--- config.mk ---
export PLATFORM = sky130hd
export DESIGN_NAME = fifo_pair
export DESIGN_NICKNAME = d
export VERILOG_FILES = /design/src/rtl/fifo_pair.sv
export SDC_FILE = /design/constraint.sdc
export NUM_CORES = 1
export LEC_CHECK = 0
export ABC_AREA = 1
export CORE_UTILIZATION = 55
export DETAILED_ROUTE_END_ITERATION = 16
export HOLD_SLACK_MARGIN = 0.02
export PLACE_DENSITY = 0.76
export SLEW_MARGIN = 10
export SYNTH_ARGS = -nofsm -noshare
export SYNTH_HDL_FRONTEND = slang
export SYNTH_SLANG_ARGS = --single-unit
--- constraint.sdc ---
create_clock -name clk -period 7.8 [get_ports clk]
set_clock_uncertainty 0.05 [all_clocks]
set_input_delay 1.56 -clock clk [delete_from_list [all_inputs] [get_ports clk]]
set_output_delay 1.56 -clock clk [all_outputs]
set_load 0.005 [all_outputs]
--- src/rtl/fifo_pair.sv ---
// fifo_pair: host-to-machine TX FIFO and machine-to-host RX FIFO sharing one
// 2*DEPTH-word store. The join inputs lend one FIFO's half to the other.
// Ports:
//   clk, reset (async, active-low)
//   sm_en, tx_pull, tx_dout, tx_empty        machine side of TX (fall-through head)
//   rx_push, rx_din, rx_full                 machine side of RX
//   host_wr, host_wdata, tx_full             host side of TX
//   host_rd, host_rdata, rx_empty            host side of RX (fall-through head)
//   tx_level, rx_level                       occupancy
//   join_tx, join_rx, clear                  configuration / flush
//   dbg_flags, dbg_clr                       sticky {tx_over, rx_under, tx_stall, rx_stall}, W1C
module fifo_pair #(
   parameter int unsigned DEPTH = 4
) (
   input  logic                     clk,
   input  logic                     reset,
   input  logic                     sm_en,
   input  logic                     tx_pull,
   output logic [31:0]              tx_dout,
   output logic                     tx_empty,
   input  logic                     rx_push,
   input  logic [31:0]              rx_din,
   output logic                     rx_full,
   input  logic                     host_wr,
   input  logic [31:0]              host_wdata,
   input  logic                     host_rd,
   output logic [31:0]              host_rdata,
   output logic                     tx_full,
   output logic                     rx_empty,
   output logic [$clog2(2*DEPTH):0] tx_level,
   output logic [$clog2(2*DEPTH):0] rx_level,
   input  logic                     join_tx,
   input  logic                     join_rx,
   input  logic                     clear,
   output logic [3:0]               dbg_flags,
   input  logic [3:0]               dbg_clr
);
   localparam int unsigned NW = 2 * DEPTH;
   localparam int unsigned PW = $clog2(NW);
   localparam int unsigned LW = PW + 1;

   logic [31:0]   mem [NW];

   logic [1:0]    cfg_q;
   logic          cfg_vld_q;
   logic [PW-1:0] tx_rptr_q, tx_wptr_q, rx_rptr_q, rx_wptr_q;
   logic [LW-1:0] tx_lvl_q, rx_lvl_q;

   logic [1:0]    cfg_cur, cfg_eff;
   logic [LW-1:0] tx_cap, rx_cap, tx_cap_n, rx_cap_n;
   logic [PW-1:0] rx_base;
   logic          flush;
   logic          tx_full_c, tx_empty_c, rx_full_c, rx_empty_c;
   logic          tx_wr_acc, tx_rd_acc, rx_wr_acc, rx_rd_acc;
   logic [PW-1:0] tx_rptr_n, tx_wptr_n, rx_rptr_n, rx_wptr_n;
   logic [LW-1:0] tx_lvl_n, rx_lvl_n;
   logic [31:0]   tx_head_n, rx_head_n;
   logic          tx_full_n, rx_full_n;
   logic [3:0]    flag_set, flags_n;

   // Capacity of one FIFO given its own join bit and the other FIFO's.
   function automatic logic [LW-1:0] cap_of(input logic own, input logic other);
      logic [LW-1:0] c;
      c = LW'(DEPTH);
      if (own && !other)
         c = LW'(NW);
      else if (!own && other)
         c = '0;
      return c;
   endfunction

   // Pointer advance modulo the current capacity.
   function automatic logic [PW-1:0] ptr_inc(input logic [PW-1:0] p, input logic [LW-1:0] cap);
      return ((LW'(p) + LW'(1)) == cap) ? '0 : p + PW'(1);
   endfunction

   // Access arbitration, pointer/level update and next head word.
   always_comb begin
      cfg_cur  = {join_tx, join_rx};
      // Before the first post-reset edge the live configuration is adopted without a flush.
      cfg_eff  = cfg_vld_q ? cfg_q : cfg_cur;
      tx_cap   = cap_of(cfg_eff[1], cfg_eff[0]);
      rx_cap   = cap_of(cfg_eff[0], cfg_eff[1]);
      tx_cap_n = cap_of(join_tx, join_rx);
      rx_cap_n = cap_of(join_rx, join_tx);
      // RX borrows the low half only when it owns the whole store.
      rx_base  = (cfg_eff == 2'b01) ? '0 : PW'(DEPTH);
      flush    = clear | (cfg_vld_q & (cfg_cur != cfg_q));

      tx_full_c  = (tx_cap == '0) || (tx_lvl_q == tx_cap);
      tx_empty_c = (tx_lvl_q == '0);
      rx_full_c  = (rx_cap == '0) || (rx_lvl_q == rx_cap);
      rx_empty_c = (rx_lvl_q == '0);

      // A full FIFO still takes a write when its head is popped in the same cycle.
      tx_rd_acc = sm_en & tx_pull & ~tx_empty_c & ~flush;
      tx_wr_acc = host_wr & (~tx_full_c | tx_rd_acc) & ~flush;
      rx_rd_acc = host_rd & ~rx_empty_c & ~flush;
      rx_wr_acc = sm_en & rx_push & (~rx_full_c | rx_rd_acc) & ~flush;

      flag_set[3] = host_wr & ~tx_wr_acc & ~flush;
      flag_set[2] = host_rd & ~rx_rd_acc & ~flush;
      flag_set[1] = sm_en & tx_pull & ~tx_rd_acc & ~flush;
      flag_set[0] = sm_en & rx_push & ~rx_wr_acc & ~flush;
      flags_n     = (dbg_flags & ~dbg_clr) | flag_set;

      tx_rptr_n = tx_rd_acc ? ptr_inc(tx_rptr_q, tx_cap) : tx_rptr_q;
      tx_wptr_n = tx_wr_acc ? ptr_inc(tx_wptr_q, tx_cap) : tx_wptr_q;
      tx_lvl_n  = tx_lvl_q + LW'(tx_wr_acc) - LW'(tx_rd_acc);
      rx_rptr_n = rx_rd_acc ? ptr_inc(rx_rptr_q, rx_cap) : rx_rptr_q;
      rx_wptr_n = rx_wr_acc ? ptr_inc(rx_wptr_q, rx_cap) : rx_wptr_q;
      rx_lvl_n  = rx_lvl_q + LW'(rx_wr_acc) - LW'(rx_rd_acc);
      if (flush) begin
         tx_rptr_n = '0;
         tx_wptr_n = '0;
         tx_lvl_n  = '0;
         rx_rptr_n = '0;
         rx_wptr_n = '0;
         rx_lvl_n  = '0;
      end

      // Next head bypasses the store when this cycle's write lands at the new head.
      tx_head_n = '0;
      if (tx_lvl_n != '0)
         tx_head_n = (tx_wr_acc && (tx_wptr_q == tx_rptr_n)) ? host_wdata : mem[tx_rptr_n];
      rx_head_n = '0;
      if (rx_lvl_n != '0)
         rx_head_n = (rx_wr_acc && (rx_wptr_q == rx_rptr_n)) ? rx_din : mem[rx_base + rx_rptr_n];

      tx_full_n = (tx_cap_n == '0) || (tx_lvl_n == tx_cap_n);
      rx_full_n = (rx_cap_n == '0) || (rx_lvl_n == rx_cap_n);
   end

   // Control state and registered status/head outputs.
   always_ff @(posedge clk or negedge reset) begin
      if (!reset) begin
         cfg_q      <= '0;
         cfg_vld_q  <= 1'b0;
         tx_rptr_q  <= '0;
         tx_wptr_q  <= '0;
         tx_lvl_q   <= '0;
         rx_rptr_q  <= '0;
         rx_wptr_q  <= '0;
         rx_lvl_q   <= '0;
         tx_dout    <= '0;
         host_rdata <= '0;
         tx_full    <= 1'b0;
         tx_empty   <= 1'b1;
         rx_full    <= 1'b0;
         rx_empty   <= 1'b1;
         dbg_flags  <= '0;
      end else begin
         cfg_q      <= cfg_cur;
         cfg_vld_q  <= 1'b1;
         tx_rptr_q  <= tx_rptr_n;
         tx_wptr_q  <= tx_wptr_n;
         tx_lvl_q   <= tx_lvl_n;
         rx_rptr_q  <= rx_rptr_n;
         rx_wptr_q  <= rx_wptr_n;
         rx_lvl_q   <= rx_lvl_n;
         tx_dout    <= tx_head_n;
         host_rdata <= rx_head_n;
         tx_full    <= tx_full_n;
         tx_empty   <= (tx_lvl_n == '0);
         rx_full    <= rx_full_n;
         rx_empty   <= (rx_lvl_n == '0);
         dbg_flags  <= flags_n;
      end
   end

   // Shared word store; TX and RX regions never overlap for a given configuration.
   always_ff @(posedge clk) begin
      if (tx_wr_acc)
         mem[tx_wptr_q] <= host_wdata;
      if (rx_wr_acc)
         mem[rx_base + rx_wptr_q] <= rx_din;
   end

   assign tx_level = tx_lvl_q;
   assign rx_level = rx_lvl_q;

endmodule

# After elaboration in Yosys (flattened, before gate mapping)
# Memory sizes are Yosys's and may differ from the RTL's.
# Index checks and enable logic that the tools add are counted.
# totals
ff_bits,95
latch_bits,0
mem_bits_rw,256
rom_bits,0
inputBits,78
output_inout_bits,80
elab_cells,134
memories,1
# mem_list
memory,depth,word_bits,rd,rd_ports_with_merged_regs,wr,line,rtl
mem,8,32,2,0,2,42,logic [31:0] mem [NW];
# op_classes
add_sub_neg,14
n_mul,0
n_div,0
n_lt_le_gt_ge,0
eq_ne,12
shifts,0
muxes,32
n_bitwise,34
reduce_logical,26
# op_table
cell,n
$mux W32,4
$mux W3,17
$eq A4 B4 Y1,8
$logic_not A4 Y1,8
$mux W4,6
$and A1 B1 Y1,19
$add A3 B1 Y4 const B,4
$add A3 B1 Y3 const B,4
$not A1 Y1,9
$add A4 B1 Y4,2
$reduce_bool A4 Y1,2
$sub A4 B1 Y4,2
$add A3 B3 Y3,2
$eq A3 B3 Y1,2
$logic_and A1 B1 Y1,6
$and A4 B4 Y4,1
$logic_not A1 Y1,4
$logic_or A1 B1 Y1,4
$mux W1,4
$not A4 Y4,1
$or A4 B4 Y4,1
$reduce_bool A2 Y1,2
$or A1 B1 Y1,3
$eq A2 B1 Y1 const B,1
2 further kinds,2

# Depth between registers and ports, before layout
# Gate-level depths: netlist (run 1).
# depth
depth_word,16
mapped_depth,23
depth_no_buf,22

# Worst setup path after synthesis (run 1)
# OpenSTA, ideal clock, no wires.
# synth_timing
path_kind,input-to-reg
from,input port join_rx
to,memory mem[6][0] (enable)
setup_time_ps,470
arrival_ps,5360
required_time_ps,7280
path_slack_ps,1920
cell_stages,12
path_buffers,0
cell_sequence,o21ai_0 inv_1 ha_1 inv_2 nand2_1 o211ai_1 nor2_1 o21ai_2 nand2_1 nand2_1 nand3_1 o31ai_1
# synth_rtl
item,line,rtl
start: declaration,33,"input logic join_rx,"
end: declaration,42,

# Worst setup path after layout (run 1)
# layout_timing
from,input port join_rx
to,register tx_dout[4]
# layout_between
elab_chain_len,15
word_cells_on_any_way,31
cone_classes,2 x add/sub; 4 x eq/ne; 9 x mux; 8 x bitwise; 7 x reduce/logical; 1 x memory
# layout_lines
item,line,rtl
$mux W2,81,cfg_eff = cfg_vld_q ? cfg_q : cfg_cur;
$logic_and A1 B1 Y1 / $logic_not A1 Y1 (equally long branches),"67, 65",
$mux W3 / $logic_and A1 B1 Y1 (equally long branches),"67, 65",
$mux W4,65,if (own && !other)
$eq A4 B4 Y1 / $logic_not A4 Y1 (equally long branches),90,tx_full_c = (tx_cap == '0) || (tx_lvl_q == tx_cap);
$logic_or A1 B1 Y1,90,
$not A1 Y1,97,tx_wr_acc = host_wr & (~tx_full_c | tx_rd_acc) & ~flush;
$or A1 B1 Y1,97,
$and A1 B1 Y1 (2 in series),97,
$add A4 B1 Y4,109,tx_lvl_n = tx_lvl_q + LW'(tx_wr_acc) - LW'(tx_rd_acc);
$sub A4 B1 Y4,109,
$mux W4 (*),113,if (flush) begin
via tx_lvl_n[2],56,"logic [LW-1:0] tx_lvl_n, rx_lvl_n;"
$reduce_bool A4 Y1 (*),124,if (tx_lvl_n != '0)
$mux W32 (*),124,
via tx_head_n[4],57,"logic [31:0] tx_head_n, rx_head_n;"
end signal: assignment,161,tx_dout <= tx_head_n;
end: declaration,19,"output logic [31:0] tx_dout,"
# The timed path passes the listed nets; every way through them passes the cells marked *.
# A chain may end at the register's enable or synchronous reset.

==> results of run 1 <==
## worst paths after layout
kind | from | cells past startpoint | to
setup / recovery | join_rx | 21 | tx_dout[4]$_DFF_PN0_
hold / removal | dbg_flags[2]$_DFF_PN0_ | 2 | dbg_flags[2]$_DFF_PN0_
setup reg to reg | cfg_vld_q$_DFF_PN0_ | 20 | tx_dout[4]$_DFF_PN0_
hold reg to reg | dbg_flags[2]$_DFF_PN0_ | 2 | dbg_flags[2]$_DFF_PN0_
max in group asynchronous | reset | 2 | tx_level[1]$_DFF_PN0_
min in group asynchronous | reset | 1 | host_rdata[26]$_DFF_PN0_
## power by group through the flow
stage	logic, mW	registers (mW)	clock network [mW]
floorplan	0.290	2.10	0
global placement	0.461	2.10	0
detailed placement	0.473	2.11	0
CTS	0.476	2.07	1.96
global route	0.533	2.07	2.04
finish	0.484	2.07	1.96
## registers in the layout, summed over array words and instances, names as in the netlist
| signal | count |
|---|---|
| cfg_q | 2 |
| cfg_vld_q | 1 |
| dbg_flags | 4 |
| host_rdata | 32 |
| mem | 256 |
| rx_empty | 1 |
| rx_full | 1 |
| rx_level | 4 |
| rx_rptr_q | 3 |
| rx_wptr_q | 3 |
| tx_dout | 32 |
| tx_empty | 1 |
| tx_full | 1 |
| tx_level | 4 |
| tx_rptr_q | 3 |
| tx_wptr_q | 3 |
## placed cells by master, fill, tap and decap left out, types with 8 or more instances in the layout
master           synthesis  final
clkdlybuf4s50_1          0    156
o21ai_1                291    289
xor2_1                   8      8
dfrtp_1                 93     93
clkbuf_16                0     40
edfxtp_1               256    256
nor2_1                 206    206
o21ai_0                165    163
nand3_1                281    277
nand2_2                 10     13
nand2_1               1003    998
ha_1                    21     21
buf_4                   14     35
inv_1                  249    248
## final cells by class
type	instances	area share, %
Tap cell	511	2.65
Clock inverter	20	1.06
Clock buffer	52	4.54
Multi-Input combinational cell	2045	38.4
Timing Repair Buffer	192	7.64
Sequential cell	351	41.7
Antenna cell	1	0.0104
Inverter	256	3.98
## layer usage
layer / up-vias / part of all wire, % / global-route usage [%]
met1: 9244 / 38 / 44.0
met2: 1289 / 46 / 55.1
li1: 9332 / - / -
met4: 0 / 3.7 / 14.8
met3: 210 / 12 / 6.00
met5: - / 0 / 0
## logic make-up after synthesis
| logic type | share of synthesized area (%) |
|---|---|
| other | 0.0177 |
| xor gates and xnor gates | 0.495 |
| AOI/OAI and AO/OA | 11.9 |
| buffers and inverters | 9.68 |
| DFF | 47.4 |
| adders and majority gates | 1.43 |
| and+or+nand+nor | 29.1 |
## worst max-delay path: cells and delay by family
kind,cells,cell delay [ns]
AO/OA/AOI/OAI,3,0.55
adder cells (fa/ha/maj),4,1.38
XOR/XNOR,1,0.17
buffers and inverters,5,0.94
AND/OR/NAND/NOR,8,1.58
==> key figures, run 1 <==
Detailed routing
  • Residual DRC: 0
  • Post-Route WL: 66000 um
  • WL per Instance: 19.2 um
  • DRT antenna net count: 0
  • Vias post-DR: 20075
  • Via-to-Cell Ratio: 5.86
  • Initial DRC count: 2668
  • TritonRoute pass-1 iters: 6

Clock tree
  • CTS resizes: 0
  • Number of H-tree levels: 2
  • Number of CTS-inserted buffers: 39
  • Clock root cell: clkbuf_16
  • # clock sinks: 351
  • CTS tree: built
  • Hold Buf Count CTS: 0
  • CTS clk-pin slew, worst paths: 0.06 ns
  • Worst-Skew Late Latency: 0.55 ns
  • Setup Fix Bufs, Post-CTS: 0
  • CTS Buffer Depth: 3

Global routing
  • First-pass GRT wire length: 102000 um
  • Largest net degree at the start of global routing: 227
  • All-Layer GR Usage: 33.7%
  • GRT Residual Overflow: 0
  • Initial antenna violation count: 1
  • Number of global-route vias before repair: 19115

Pwr
  • Comb power frac: 10.7%
  • Max IR drop VDD: 0.143 mV
  • Sequential power share: 45.8%
  • Pleak: 10.9 nW
  • Net Sw Frac: 25.1%
  • Pwr/cell area: 187 mW/mm^2
  • Int Pwr: 3.38 mW
  • P_sw: 1.13 mW
  • Clock power share: 43.4%
  • Tot Pwr: 4.51 mW

Cells and area
  • Fill cell count: 3228
  • Nets: 2986
  • Footprint of the multi-input gates: 0.00928 mm^2
  • Final Util: 63.8%
  • Area growth syn-to-layout: 13.7%
  • Register area: 0.0101 mm^2
  • Finished Layout Cells: 3428
  • Final instance area: 0.0242 mm^2
  • Layout cell share with drive strength beyond 1: 5.28%

STA
  • RSZ-0062 raised after global routing: no
  • Final setup fails: 0
  • Hold Slack: 0.489 ns
  • Slew headroom: 19.7%
  • Final setup TNS: 0 ns
  • Actual slew at the worst max-slew pin: 1.20 ns
  • Top achievable clock speed: 173 MHz
  • Final worst slack: 2.03 ns
  • Final Max Slew Viols: 0
  • Final Cycle Share: 73.9%
  • Count of final hold-check violations: 0
  • Final min period: 5.77 ns

Placed design
  • Place WS: 1.52 ns
  • Hpwl dp: 35400 um
  • Port bufs: 157
  • Post-DP Area: 0.0228 mm^2
  • Cells after DPL: 3355
  • Final RePlAce weighted congestion: 0.887

Logic synthesis
  • Most common cell in the netlist: nand2_1
  • Yosys cell types: 41
  • Synth Register Bits: 351
  • Ys Warns: 0
  • Ranking of synthesized cells by area: edfxtp_1, nand2_1, dfrtp_1
  • Post-synthesis cell count: 2874
  • Syn Std Cell Area: 0.0212 mm^2
  • Ys flop type: edfxtp_1
  • Top cells by count, synth: nand2_1, o21ai_1, nand3_1, edfxtp_1, inv_1
  • Synth top area share: 36.2%
  • Post-synthesis net count: 2975
  • Mean post-synth cell area: 7.39 um^2
  • Number of synthesized flops with an enable pin: 256
  • Yosys top cell by area: edfxtp_1
  • Ys async rst share: 27.1%
  • Post-synthesis sequential area ratio: 47.4%

Critical path
  • CP cell instances: clkdlybuf4s50_1, o21ai_0, inv_1, ha_1, inv_2, nand2_1, o211ai_1, nor2_1, o21ai_2, nand3_2, ha_1, inv_1, ha_1, fa_1, xor2_1, nand2_1, inv_1, nor2_1, nand2_2, nand2_1, nor2_1
  • Slowest CP cell: nand2_2
  • Reg2Reg Setup Slack: 3.10 ns
  • Worst setup path class: input port to register
  • Worst setup EP type: register
  • Worst EP required: 8.23 ns
  • Worst Path Arrival: 6.20 ns
  • Crit path launch type: input port
  • CP Max Fanout: 33
  • Worst stage delay on the critical path: 0.71 ns

Floorplan
  • DIE HEIGHT: 199 um
  • Starting density of the core: 56.1%
  • DIE AREA: 0.0394 mm^2
  • I/O Pins: 158
  • Row cnt: 71
  • Die Span X: 199 um
  • Core footprint: 0.0378 mm^2

Status
  • Status: finished clean

Worst hold path
  • Hold Crit Class: register to register

Flow run
  • Max Cap Viol: 0
No activity file was read; power rests on OpenSTA's default activity.
==> run 2, diff against run 1 <==
==> constraint.sdc (replaced) <==
create_clock -name clk -period 5.4 [get_ports clk]
set_clock_uncertainty 0.05 [all_clocks]
set_input_delay 1.08 -clock clk [delete_from_list [all_inputs] [get_ports clk]]
set_output_delay 1.08 -clock clk [all_outputs]
set_load 0.005 [all_outputs]
==> run 2 against run 1 <==
Compared with the run above: first-iteration DRC count decreased by 19%; total power rose by 48%; via count barely moved; combinational power grew 46%; count of clock-buffer cells in the layout rose by 10; die area did not move; final cell count is 0.44% higher; clock power increased by 53%; critical path depth did not move; register-to-register slack worse by 1.9 ns; critical path type unchanged; highest routed layer unchanged.
==> key figures, run 2 (synthesis results as in run 1) <==
Detailed routing
  • Residual DRC: 0 (unchanged)
  • Initial DRC count: 2159 (-19%)
  • WL per Instance: 19.2 um (-0.27%)
  • Vias post-DR: 20070 (-0.025%)
  • TritonRoute pass-1 iters: 8 (+2)
  • Post-Route WL: 66100 um (+0.17%)
  • Via-to-Cell Ratio: 5.83 (-0.46%)
  • DRT antenna net count: 0 (unchanged)

Cells and area
  • Top reg by flops: mem
  • Commonest cells after routing, fill and taps aside: nand2_1, o21ai_1, nand3_1, edfxtp_1, inv_1
  • Fill cell count: 3124 (-3.2%)
  • Final Util: 64.5% (+0.72 points)
  • Layout cell share with drive strength beyond 1: 5.77% (+0.48 points)
  • Area growth syn-to-layout: 15.0%
  • Largest registers: mem x256, host_rdata x32, tx_dout x32
  • Largest register FFs: 256 (unchanged)
  • Most common cell after layout, fill and taps aside: nand2_1
  • Nets: 2999 (+0.44%)

Pwr
  • Net Sw Frac: 24.4% (-0.65 points)
  • Clock power share: 44.8% (+1.4 points)
  • Comb power frac: 10.6% (about the same)
  • Sequential power share: 44.6% (-1.2 points)
  • P_sw: 1.64 mW (+45%)
  • Pwr/cell area: 274 mW/mm^2 (+47%)
  • Int Pwr: 5.06 mW (+50%)
  • Pleak: 11.1 nW (+1.6%)
  • Max IR drop VDD: 0.204 mV (+43%)

Clock tree
  • CTS clk-pin slew, worst paths: 0.06 ns (about the same)
  • # clock sinks: 351 (unchanged)
  • Hold Buf Count CTS: 0 (unchanged)
  • Setup Fix Bufs, Post-CTS: 0 (unchanged)
  • CTS tree: built
  • CTS resizes: 0 (unchanged)
  • CTS Buffer Depth: 3 (unchanged)
  • Number of CTS-inserted buffers: 41 (+5.1%)
  • Number of H-tree levels: 2 (unchanged)
  • Worst-Skew Late Latency: 0.57 ns (+0.02 ns)
  • Clock root cell: clkbuf_16

Floorplan
  • Row cnt: 71 (unchanged)
  • DIE HEIGHT: 199 um (unchanged)
  • Die Span X: 199 um (unchanged)
  • Core footprint: 0.0378 mm^2 (unchanged)
  • I/O Pins: 158 (unchanged)
  • DIE AREA: 0.0394 mm^2 (unchanged)
  • Starting density of the core: 56.1% (unchanged)

Placed design
  • Place WS: 0.174 ns (-1.35 ns)
  • Hpwl dp: 37100 um (+4.6%)
  • Final RePlAce weighted congestion: 0.862 (-2.8%)
  • Port bufs: 157 (unchanged)

Global routing
  • GRT Residual Overflow: 0 (unchanged)
  • Largest net degree at the start of global routing: 227 (unchanged)
  • Initial antenna violation count: 1 (unchanged)
  • All-Layer GR Usage: 33.7% (-0.073 points)
  • Number of global-route vias before repair: 19637 (+2.7%)
  • First-pass GRT wire length: 102000 um (about the same)

STA
  • Count of final hold-check violations: 0 (unchanged)
  • Actual slew at the worst max-slew pin: 1.02 ns (-0.180 ns)
  • Final setup fails: 0 (unchanged)
  • Final worst slack: 0.649 ns (-1.38 ns)
  • Final min period: 4.75 ns
  • Final setup TNS: 0 ns (unchanged)
  • Slew headroom: 31.7% (+12 points)
  • Final Cycle Share: 88.0%
  • RSZ-0062 raised after global routing: no
  • Final Max Slew Viols: 0 (unchanged)
  • Top achievable clock speed: 211 MHz

Critical path
  • Crit path launch type: input port
  • Worst setup path class: input port to register
  • CP Max Fanout: 17 (-48%)
  • Worst EP required: 5.83 ns (-2.40 ns)
  • Worst Path Arrival: 5.18 ns (-1.02 ns)
  • Worst setup EP type: register

Status
  • Status: finished clean

Flow run
  • Max Cap Viol: 0 (unchanged)

Worst hold path
  • Hold Crit Class: register to register
run 2: cell type report:
type | instances | area, um^2 | area share, %
Tap cell | 511 | 639 | 2.62
Clock buffer | 62 | 1260 | 5.15
Multi-Input combinational cell | 2045 | 9280 | 38.0
Antenna cell | 1 | 2.50 | 0.0102
Clock inverter | 14 | 199 | 0.815
Sequential cell | 351 | 10100 | 41.2
Inverter | 256 | 961 | 3.93
Timing Repair Buffer | 203 | 2010 | 8.25
run 2: through the flow:
step                cells  hold WS, ns  power (mW)  area [um^2]
global placement     3366        0.472        3.71        23000
global route         3443        0.505        6.88        24400
floorplan            2874        0.473        3.46        21200
detailed placement   3366        0.474        3.74        23000
finish               3443        0.485        6.69        24400
CTS                  3442        0.488        6.69        24400
run 2: worst max-delay path: stages:
cell and delay, ns:
clkdlybuf4s50_1 0.50, o21ai_0 0.39, ha_1 0.36, inv_2 0.17, nand2_1 0.08, o211ai_1 0.09, o21ai_0 0.13, o21ai_2 0.09
nand3_2 0.19, ha_1 0.34, inv_1 0.04, ha_1 0.20, fa_1 0.42, xor2_1 0.22, nand2_1 0.11, inv_1 0.13
nor2_1 0.06, nand2_2 0.08, buf_4 0.28, nand2_1 0.10, nor2_1 0.12
run 2: metal layers:
| layer | GRT usage, % | wire, um |
|---|---|---|
| met1 | 42.0 | 24500 |
| met2 | 56.0 | 31200 |
| met3 | 4.90 | 7260 |
| met4 | 19.3 | 3140 |
| met5 | 0 | 0 |
run 2: worst paths after layout:
check | start | end | slack [ns] | cells after the start
setup / recovery | join_tx | host_rdata[29]$_DFF_PN0_ | 0.65 | 21
hold / removal | dbg_flags[2]$_DFF_PN0_ | dbg_flags[2]$_DFF_PN0_ | 0.48 | 2
setup reg to reg | cfg_vld_q$_DFF_PN0_ | host_rdata[29]$_DFF_PN0_ | 1.20 | 20
hold reg to reg | dbg_flags[2]$_DFF_PN0_ | dbg_flags[2]$_DFF_PN0_ | 0.48 | 2
max in group asynchronous | reset | host_rdata[11]$_DFF_PN0_ | 3.67 | 2
min in group asynchronous | reset | tx_dout[27]$_DFF_PN0_ | 0.54 | 1
run 2: power groups by stage:
| stage | combinational (mW) | clock (mW) | sequential (mW) |
|---|---|---|---|
| after floorplan | 0.418 | 0 | 3.04 |
| after global placement | 0.673 | 0 | 3.04 |
| after detailed placement | 0.696 | 0 | 3.04 |
| after CTS | 0.701 | 3.00 | 2.99 |
| after global routing | 0.779 | 3.11 | 2.99 |
| final | 0.709 | 3.00 | 2.99 |
